[src/rtl/ahb_arb_pkg.sv]
// Shared AHB-Lite encodings, arbiter state type and burst-length decode
// for ahb_bus_arbiter.
package ahb_arb_pkg;

    typedef enum logic [1:0] {
        HTRANS_IDLE   = 2'b00,
        HTRANS_BUSY   = 2'b01,
        HTRANS_NONSEQ = 2'b10,
        HTRANS_SEQ    = 2'b11
    } htrans_e;

    typedef enum logic [2:0] {
        HBURST_SINGLE = 3'b000,
        HBURST_INCR   = 3'b001,
        HBURST_WRAP4  = 3'b010,
        HBURST_INCR4  = 3'b011,
        HBURST_WRAP8  = 3'b100,
        HBURST_INCR8  = 3'b101,
        HBURST_WRAP16 = 3'b110,
        HBURST_INCR16 = 3'b111
    } hburst_e;

    typedef enum logic [1:0] {
        HRESP_OKAY  = 2'b00,
        HRESP_ERROR = 2'b01,
        HRESP_RETRY = 2'b10,
        HRESP_SPLIT = 2'b11
    } hresp_e;

    typedef enum logic [1:0] {
        ARB_IDLE,
        ARB_BURST,
        ARB_INCR
    } arb_state_e;

    // Beats in a burst; 0 marks the undefined-length INCR burst.
    function automatic logic [4:0] burst_len(input logic [2:0] hburst);
        case (hburst)
            HBURST_SINGLE:               return 5'd1;
            HBURST_INCR:                 return 5'd0;
            HBURST_WRAP4, HBURST_INCR4:  return 5'd4;
            HBURST_WRAP8, HBURST_INCR8:  return 5'd8;
            default:                     return 5'd16;
        endcase
    endfunction

endpackage

[src/rtl/ahb_bus_arbiter_rr_picker.sv]
// Combinational round-robin picker: first set request strictly after the
// pointer (wrapping), returned as one-hot grant plus index.
module rr_picker #(
    parameter int NUM_MASTERS = 4,
    parameter int MIDX_W      = $clog2(NUM_MASTERS)
) (
    input  logic [NUM_MASTERS-1:0] req,
    input  logic [MIDX_W-1:0]      ptr,
    output logic [NUM_MASTERS-1:0] gnt,
    output logic [MIDX_W-1:0]      idx,
    output logic                   valid
);

    function automatic logic [MIDX_W-1:0] wrap_idx(input int base, input int off);
        return MIDX_W'((base + off) % NUM_MASTERS);
    endfunction

    // Walk from farthest to nearest so the nearest requester overwrites last.
    always_comb begin
        idx   = '0;
        valid = 1'b0;
        for (int i = NUM_MASTERS; i >= 1; i--) begin
            if (req[wrap_idx(int'(ptr), i)]) begin
                idx   = wrap_idx(int'(ptr), i);
                valid = 1'b1;
            end
        end
    end

    assign gnt = valid ? (NUM_MASTERS'(1) << idx) : '0;

endmodule

[src/rtl/ahb_bus_arbiter.sv]
// Round-robin AHB-Lite arbiter with burst tracking and registered grant.
// Optional bus locking is enabled with the AHB_ARB_LOCK_EN macro.
module ahb_bus_arbiter
    import ahb_arb_pkg::*;
#(
    parameter int NUM_MASTERS    = 4,
    parameter int MIDX_W         = $clog2(NUM_MASTERS),
    parameter int DEFAULT_MASTER = 0
) (
    input  logic                   hclk,
    input  logic                   hreset,
    input  logic [NUM_MASTERS-1:0] hbusreq,
    input  logic [NUM_MASTERS-1:0] hlock,
    input  logic [1:0]             htrans,
    input  logic [2:0]             hburst,
    input  logic                   hreadyout,
    input  logic [1:0]             hresp,
    output logic [NUM_MASTERS-1:0] hgrant,
    output logic [MIDX_W-1:0]      hmaster,
    output logic [MIDX_W-1:0]      hmaster_data,
    output logic                   hmastlock
);

    localparam logic [MIDX_W-1:0]      DEF_IDX = MIDX_W'(DEFAULT_MASTER);
    localparam logic [NUM_MASTERS-1:0] DEF_GNT = NUM_MASTERS'(1) << DEFAULT_MASTER;

    arb_state_e             state_q, state_d;
    logic [4:0]             count_q, count_d;
    logic [MIDX_W-1:0]      ptr_q, ptr_d;
    logic [NUM_MASTERS-1:0] hgrant_q, hgrant_d;
    logic [MIDX_W-1:0]      hmaster_q, hmaster_d;
    logic [MIDX_W-1:0]      hmaster_data_q, hmaster_data_d;
    logic                   hmastlock_q, hmastlock_d;

    logic [NUM_MASTERS-1:0] pick_gnt;
    logic [MIDX_W-1:0]      pick_idx;
    logic                   pick_valid;
    logic [4:0]             blen;
    logic                   owner_req;
    logic                   regrant;
    logic                   take_pick;

    rr_picker #(
        .NUM_MASTERS (NUM_MASTERS),
        .MIDX_W      (MIDX_W)
    ) u_picker (
        .req   (hbusreq),
        .ptr   (ptr_q),
        .gnt   (pick_gnt),
        .idx   (pick_idx),
        .valid (pick_valid)
    );

    assign blen      = burst_len(hburst);
    assign owner_req = hbusreq[hmaster_q];

    always_comb begin
        state_d = state_q;
        count_d = count_q;
        regrant = 1'b0;
        case (state_q)
            ARB_IDLE: begin
                if (htrans == HTRANS_NONSEQ && blen > 5'd1) begin
                    state_d = ARB_BURST;
                    count_d = blen - 5'd1;
                end else if (htrans == HTRANS_NONSEQ && blen == 5'd0) begin
                    state_d = ARB_INCR;
                end else begin
                    regrant = 1'b1;
                end
            end
            ARB_BURST: begin
                if (htrans == HTRANS_SEQ) begin
                    if (count_q <= 5'd1) begin
                        state_d = ARB_IDLE;
                        count_d = '0;
                        regrant = 1'b1;
                    end else begin
                        count_d = count_q - 5'd1;
                    end
                end else if (htrans != HTRANS_BUSY) begin
                    // Owner abandoned the burst early; free the bus.
                    state_d = ARB_IDLE;
                    count_d = '0;
                    regrant = 1'b1;
                end
            end
            ARB_INCR: begin
                if (!(owner_req || htrans == HTRANS_SEQ || htrans == HTRANS_BUSY)) begin
                    state_d = ARB_IDLE;
                    regrant = 1'b1;
                end
            end
            default: begin
                state_d = ARB_IDLE;
                count_d = '0;
                regrant = 1'b1;
            end
        endcase
        if (hresp != HRESP_OKAY) begin
            state_d = ARB_IDLE;
            count_d = '0;
            regrant = 1'b1;
        end
    end

    always_comb begin
        hgrant_d       = hgrant_q;
        hmaster_d      = hmaster_q;
        ptr_d          = ptr_q;
        hmastlock_d    = hmastlock_q;
        hmaster_data_d = hmaster_q;
        take_pick      = 1'b0;
        if (regrant) begin
            hmastlock_d = 1'b0;
`ifdef AHB_ARB_LOCK_EN
            if (hlock[hmaster_q]) begin
                hmastlock_d = 1'b1;
            end else begin
                take_pick = 1'b1;
            end
`else
            take_pick = 1'b1;
`endif
        end
        if (take_pick) begin
            if (pick_valid) begin
                hgrant_d  = pick_gnt;
                hmaster_d = pick_idx;
                ptr_d     = pick_idx;
            end else begin
                hgrant_d  = DEF_GNT;
                hmaster_d = DEF_IDX;
            end
        end
    end

    always_ff @(posedge hclk or posedge hreset) begin
        if (hreset) begin
            state_q        <= ARB_IDLE;
            count_q        <= '0;
            ptr_q          <= DEF_IDX;
            hgrant_q       <= DEF_GNT;
            hmaster_q      <= DEF_IDX;
            hmaster_data_q <= DEF_IDX;
            hmastlock_q    <= 1'b0;
        end else if (hreadyout) begin
            state_q        <= state_d;
            count_q        <= count_d;
            ptr_q          <= ptr_d;
            hgrant_q       <= hgrant_d;
            hmaster_q      <= hmaster_d;
            hmaster_data_q <= hmaster_data_d;
            hmastlock_q    <= hmastlock_d;
        end
    end

    assign hgrant       = hgrant_q;
    assign hmaster      = hmaster_q;
    assign hmaster_data = hmaster_data_q;

`ifdef AHB_ARB_LOCK_EN
    assign hmastlock = hmastlock_q;
`else
    logic unused_lock;
    assign unused_lock = ^{hlock, hmastlock_q};
    assign hmastlock   = 1'b0;
`endif

endmodule

[config.mk]
export PLATFORM = sky130hd
export DESIGN_NAME = ahb_bus_arbiter
export DESIGN_NICKNAME = d
export VERILOG_FILES = /design/src/rtl/ahb_arb_pkg.sv /design/src/rtl/ahb_bus_arbiter_rr_picker.sv /design/src/rtl/ahb_bus_arbiter.sv
export SDC_FILE = /design/constraint.sdc
export NUM_CORES = 1
export LEC_CHECK = 0
export BUFFER_PORTS_ARGS = -buffer_cell sky130_fd_sc_hd__buf_2
export CELL_PAD_IN_SITES_DETAIL_PLACEMENT = 1
export CELL_PAD_IN_SITES_GLOBAL_PLACEMENT = 1
export CORE_ASPECT_RATIO = 1.4
export CORE_MARGIN = 2
export CORE_UTILIZATION = 45
export DETAILED_ROUTE_END_ITERATION = 10
export PLACE_DENSITY = 0.87
export SYNTH_ARGS = -nofsm -noshare
export SYNTH_HDL_FRONTEND = slang
export SYNTH_HIERARCHICAL = 1
export SYNTH_SLANG_ARGS = --single-unit
[constraint.sdc]
create_clock -name hclk -period 3.2 [get_ports hclk]
set_input_delay 0.64 -clock hclk [delete_from_list [all_inputs] [get_ports hclk]]
set_output_delay 0.64 -clock hclk [all_outputs]
set_load 0.05 [all_outputs]
-- Word-level counts from Yosys, hierarchy flattened
Index checks and enable logic that the tools add are counted.
W data, S select, Z words.
- bits of input ports: 18
- bits in registers: 17
- logic and storage cells: 95
- output and inout bits: 9
- reduce and logical (&&, ||, !) cells: 14
- equality and inequality tests: 17
- add/sub/neg operators: 6
- shift-type cells: 1
- magnitude comparators: 7
- muxes and demuxes: 44
- operator list (operator ; number):
    $mux W5 ; 5
    $mux W2 ; 12
    $pmux W5 S4 ; 1
    $mux W1 ; 17
    $lt A2 B3 Y1 const B ; 5
    $pmux W5 S3 ; 1
    $ne A4 B4 Y1 const B ; 3
    $bmux W1 S2 ; 5
    $sub A5 B1 Y5 const B ; 2
    $eq A2 B2 Y1 const B ; 3
    $eq A3 B2 Y1 const B ; 2
    $eq A3 B3 Y1 const B ; 2
    $ne A3 B3 Y1 const B ; 2
    $pmux W2 S3 ; 1
    $gt A5 B1 Y1 const B ; 1
    $le A5 B1 Y1 const B ; 1
    $logic_not A5 Y1 ; 1
    $reduce_and A5 Y1 ; 1
    $add A2 B1 Y2 const B ; 2
    $add A2 B2 Y2 const B ; 2
    $eq A2 B1 Y1 const B ; 2
    $mux W4 ; 1
    $reduce_and A4 Y1 ; 1
    $reduce_or A2 Y1 ; 2
    other kinds (12) ; 14

-- Longest topological paths before layout
- depth in word-level cells: 11
- gate-level depth with buffers: 6
- gate-level depth less buffers: 6

-- Modules after synthesis
The synthesis kept the hierarchy.
- by module, submodules not included (module ; cells an instance ; times used ; seq. area each (µm²) ; area an instance (µm²)):
    ahb_bus_arbiter ; 107 ; 1 ; 426.7 ; 1178.6
    rr_picker ; 28 ; 1 ; 0.0 ; 177.7

-- Least setup slack after synthesis
Ideal clock, no wire load.
- kind: input to register
- from: input port hburst[2]
- to: register ptr_q[0]
- data arrival time: 2.171 ns
- setup time: 0.125 ns
- setup slack: 0.904 ns
- stages: 6
- cells stage by stage: or3_1 ha_1 nor3_1 o22a_1 o41a_4 mux2_4
- word-level cells in the longest chain between the ends: 11
- elaborated cells between the ends (all ways): 19
- classes of those cells: order compare: 1; eq/ne: 5; mux: 6; reduce/logical: 7
- RTL lines (element ; RTL line ; text):
    start, declared ; ahb_bus_arbiter.sv:15 ; input logic [2:0] hburst,
    $eq A3 B3 Y1 / $eq A3 B2 Y1 (equally long branches) ; ahb_arb_pkg.sv:38 ; case (hburst)
    $reduce_or A2 Y1 ; ahb_arb_pkg.sv:38 ;
    $pmux W5 S4 * ; ahb_arb_pkg.sv:38 ;
    parallel branches: the longest is 3 deep, another holds $gt A5 B1 Y1 ; - ;
    $mux W1 * ; ahb_bus_arbiter.sv:63 ; if (htrans == HTRANS_NONSEQ && blen > 5'd1) begin
    $pmux W1 S3 * ; ahb_bus_arbiter.sv:61 ; case (state_q)
    $mux W1 * ; ahb_bus_arbiter.sv:100 ; if (hresp != HRESP_OKAY) begin
    $mux W1 * ; ahb_bus_arbiter.sv:114 ; if (regrant) begin
    $reduce_and A3 Y1 (no line) * ; - ;
    end signal, assigned ; ahb_bus_arbiter.sv:150 ; ptr_q <= ptr_d;
    end, declared ; ahb_bus_arbiter.sv:29 ; logic [MIDX_W-1:0] ptr_q, ptr_d;
Mark *: on every way between the ends.
A chain may end at the register's enable or synchronous reset.

-- Final worst setup path
- from: input port hburst[2]
- to: register ptr_q[1]
Same word-level chain as after synthesis.

==> metrics.cfg <==
[setup_path]
crit_fanout=7
crit_type=in -> reg
rrSetupSlack_ps=990
ff2ff_path_depth=6
rr_startpoint=count_q[1]$_DFFE_PP0P_
r2r-end=hgrant[0]$_DFFE_PP1P_
start_kind=input pin
max_stage_delay_ps=420
slowest_stage=or3_1
crit_path_end_kind=flip-flop
arrival_ps=2510
cp.required_ps=3340
cp_cell_sequence=buf_2 -> or3_1 -> ha_1 -> nor3_1 -> o22a_1 -> o41a_4 -> mux2_4

[clock_tree]
cts.clk_slew.worst_paths_ps=70
cts_setup_buffers=0
cts.sinks=17
insertion_delay_ps=260
clockBufferDepth=2
htreeDepth=1
postCtsHoldBufs=0
cts_buffers=3
cts_tree=yes
cts-resized-gates=0
ctsRootBufferMaster=clkbuf_8

[worst_hold_path]
hp-class=in -> async

[sta]
finalHoldViolCount=0
holdWs_ps=478.5
fin_crit_sh_pct=74.04
layout_min_cycle_time_ps=2369
slew_headroom_pct=54.00
fin_ws_ps=830.6
fmax_mhz=422.1
fin_setup_tns_ps=0
finalClockSkew_ps=4.594
drv_slew=0
tightest_slew_ps=689.2
rsz0062_at_grt=false
finalSetupViolations=0

[place]
port_buffers=21
dpl-instance-area_mm2=0.001478
dp_slack_ps=537.2
dp.cells=188
gp_congestion=0.8908
place.detailed.hpwl_um=2878

[cells_and_area]
fillCellCount=344
multi_input_area_um2=858.3
final_area_mm2=0.001524
fin_cells=192
utilization_pct=52.96
seqCellArea_um2=426.7
fin_nets=178
area_delta_synth_final_pct=12.36
drive_gt1_share_pct=32.90
num_antenna_cells=0

[logic_synthesis]
ys_async_sr_fraction_pct=100.0
synth_fp_nets=157
yosysSeqAreaShare_pct=31.46
synth_most_common_cell=dfrtp_1
avgSynthCellArea_um2=10.05
synth_warnings=6
netlist_top_cells_count=16 x dfrtp_1, 11 x inv_1, 9 x nor2_1
synth_top_cell_by_area=dfrtp_1
synth-seq-cells=17
synth_top_flop_cell=dfrtp_1
yosysUniqueCellTypes=57
synth_cells=135
synth_area_mm2=0.001356
yosys-top-cells-area=dfrtp_1 30%, a22o_2 3.7%, ha_1 3.7%
synth_top_cell_area_share_pct=29.52
synth_enable_flop_cells=0

[status]
status=completed

[routing]
drt_iter0_drc=33
drc=0
dr.pass1.iters=4
vias_per_cell=6.125
routed_wl_um=3726
wl_per_cell_um=19.41
ant_nets=0
via_count=1176

[power]
power_density_mw_per_mm2=614.2
internal-power_mw=0.5143
power_mw=0.9361
power_frac_comb_pct=45.4
switchingPower_mw=0.4217
seq_power_share_pct=36.7
swShare_pct=45.05
peakVddDrop_mv=0.3751
p_leak_nw=0.6774
p_clk_share_pct=17.9

[global_route]
grt_pass1_vias=1263
track_usage_pct=23.66
grt_max_degree=18
grt_pass1_wl_um=6058
globalRouteOverflowTotal=0
antenna_found_initial=0

[floorplanning]
ios=27
coreArea_mm2=0.002878
die_w_um=50.40
die-area_mm2=0.003475
row_count=23
initial_utilization_pct=47.13
die_h_um=68.96

[job]
max-cap-violations=0

## sequential cells by signal, indices dropped and copies added, names as in the netlist
register	cells
hmaster_data	2
ptr_q	2
state_q	2
hmaster	2
count_q	5
hgrant	4
## cells in the final DEF, fill, tap and decap left out, types with 4 or more instances in the layout
cell,n
buf_2,21
dfrtp_1,16
inv_1,11
nor2_1,9
nand2b_1,6
a22o_2,5
nand2_1,5
nor3_1,4
a22o_1,4
ha_1,4
a21oi_1,4
## worst max-delay path, delay by kind of cell
kind / cells / cell delay, ps
AND/OR/NAND/NOR: 2 / 690
multiplexers: 1 / 310
adder cells (fa/ha/maj): 1 / 220
buffers and inverters: 1 / 130
AO/OA/AOI/OAI: 2 / 510
## worst max-delay path by stage
| stage | from | to | slack (ps) | cells after the start |
|---|---|---|---|---|
| after floorplan | hburst[2] | ptr_q[0]$_DFFE_PP0P_ | 900 | 6 |
| after global placement | hburst[2] | ptr_q[0]$_DFFE_PP0P_ | 610 | 7 |
| after detailed placement | hburst[2] | ptr_q[1]$_DFFE_PP0P_ | 540 | 7 |
| after CTS | hburst[2] | ptr_q[1]$_DFFE_PP0P_ | 810 | 7 |
| after global routing | hburst[2] | ptr_q[1]$_DFFE_PP0P_ | 730 | 7 |
| final | hburst[2] | ptr_q[1]$_DFFE_PP0P_ | 830 | 7 |
## power by group through the flow
stage	clock, mW	sequential, mW	combinational [mW]
2_1_floorplan	0	0.435	0.226
3_3_place_gp	0	0.340	0.406
3_5_place_dp	0	0.348	0.423
4_1_cts	0.169	0.345	0.427
5_1_grt	0.178	0.354	0.451
6_report	0.167	0.344	0.425
## routing by layer
layer / wire length (um) / share of wire, % / vias up / GRT usage, %
met5: 0 / 0 / - / 0
met4: 68 / 1.8 / 0 / 8.446
met3: 113 / 3.0 / 7 / 3.448
met2: 2131 / 57 / 28 / 48.03
met1: 1412 / 38 / 589 / 24.32
li1: - / - / 552 / -
## cell families (layout without fill, tap and decap cells)
logic type | after synthesis | after routing | share of synthesized area, %
xor gates and xnor gates | 2 | 2 | 1.292
AOI/OAI and AO/OA | 45 | 45 | 32.47
muxes | 7 | 7 | 7.195
other | 1 | 1 | 0.2765
buffers and inverters | 16 | 36 | 5.258
adders and majority gates | 4 | 4 | 3.690
and+or+nand+nor | 43 | 43 | 18.36
DFF | 17 | 17 | 31.46
## cell type report
cell class | count | area share, %
clock inverter | 1 | 0.3284
timing repair buffer | 21 | 6.897
clock buffer | 3 | 2.709
inverter | 11 | 2.709
tap | 37 | 3.038
multi-input combinational | 102 | 56.32
sequential | 17 | 28.00
Power figures use the tool's default switching activity.
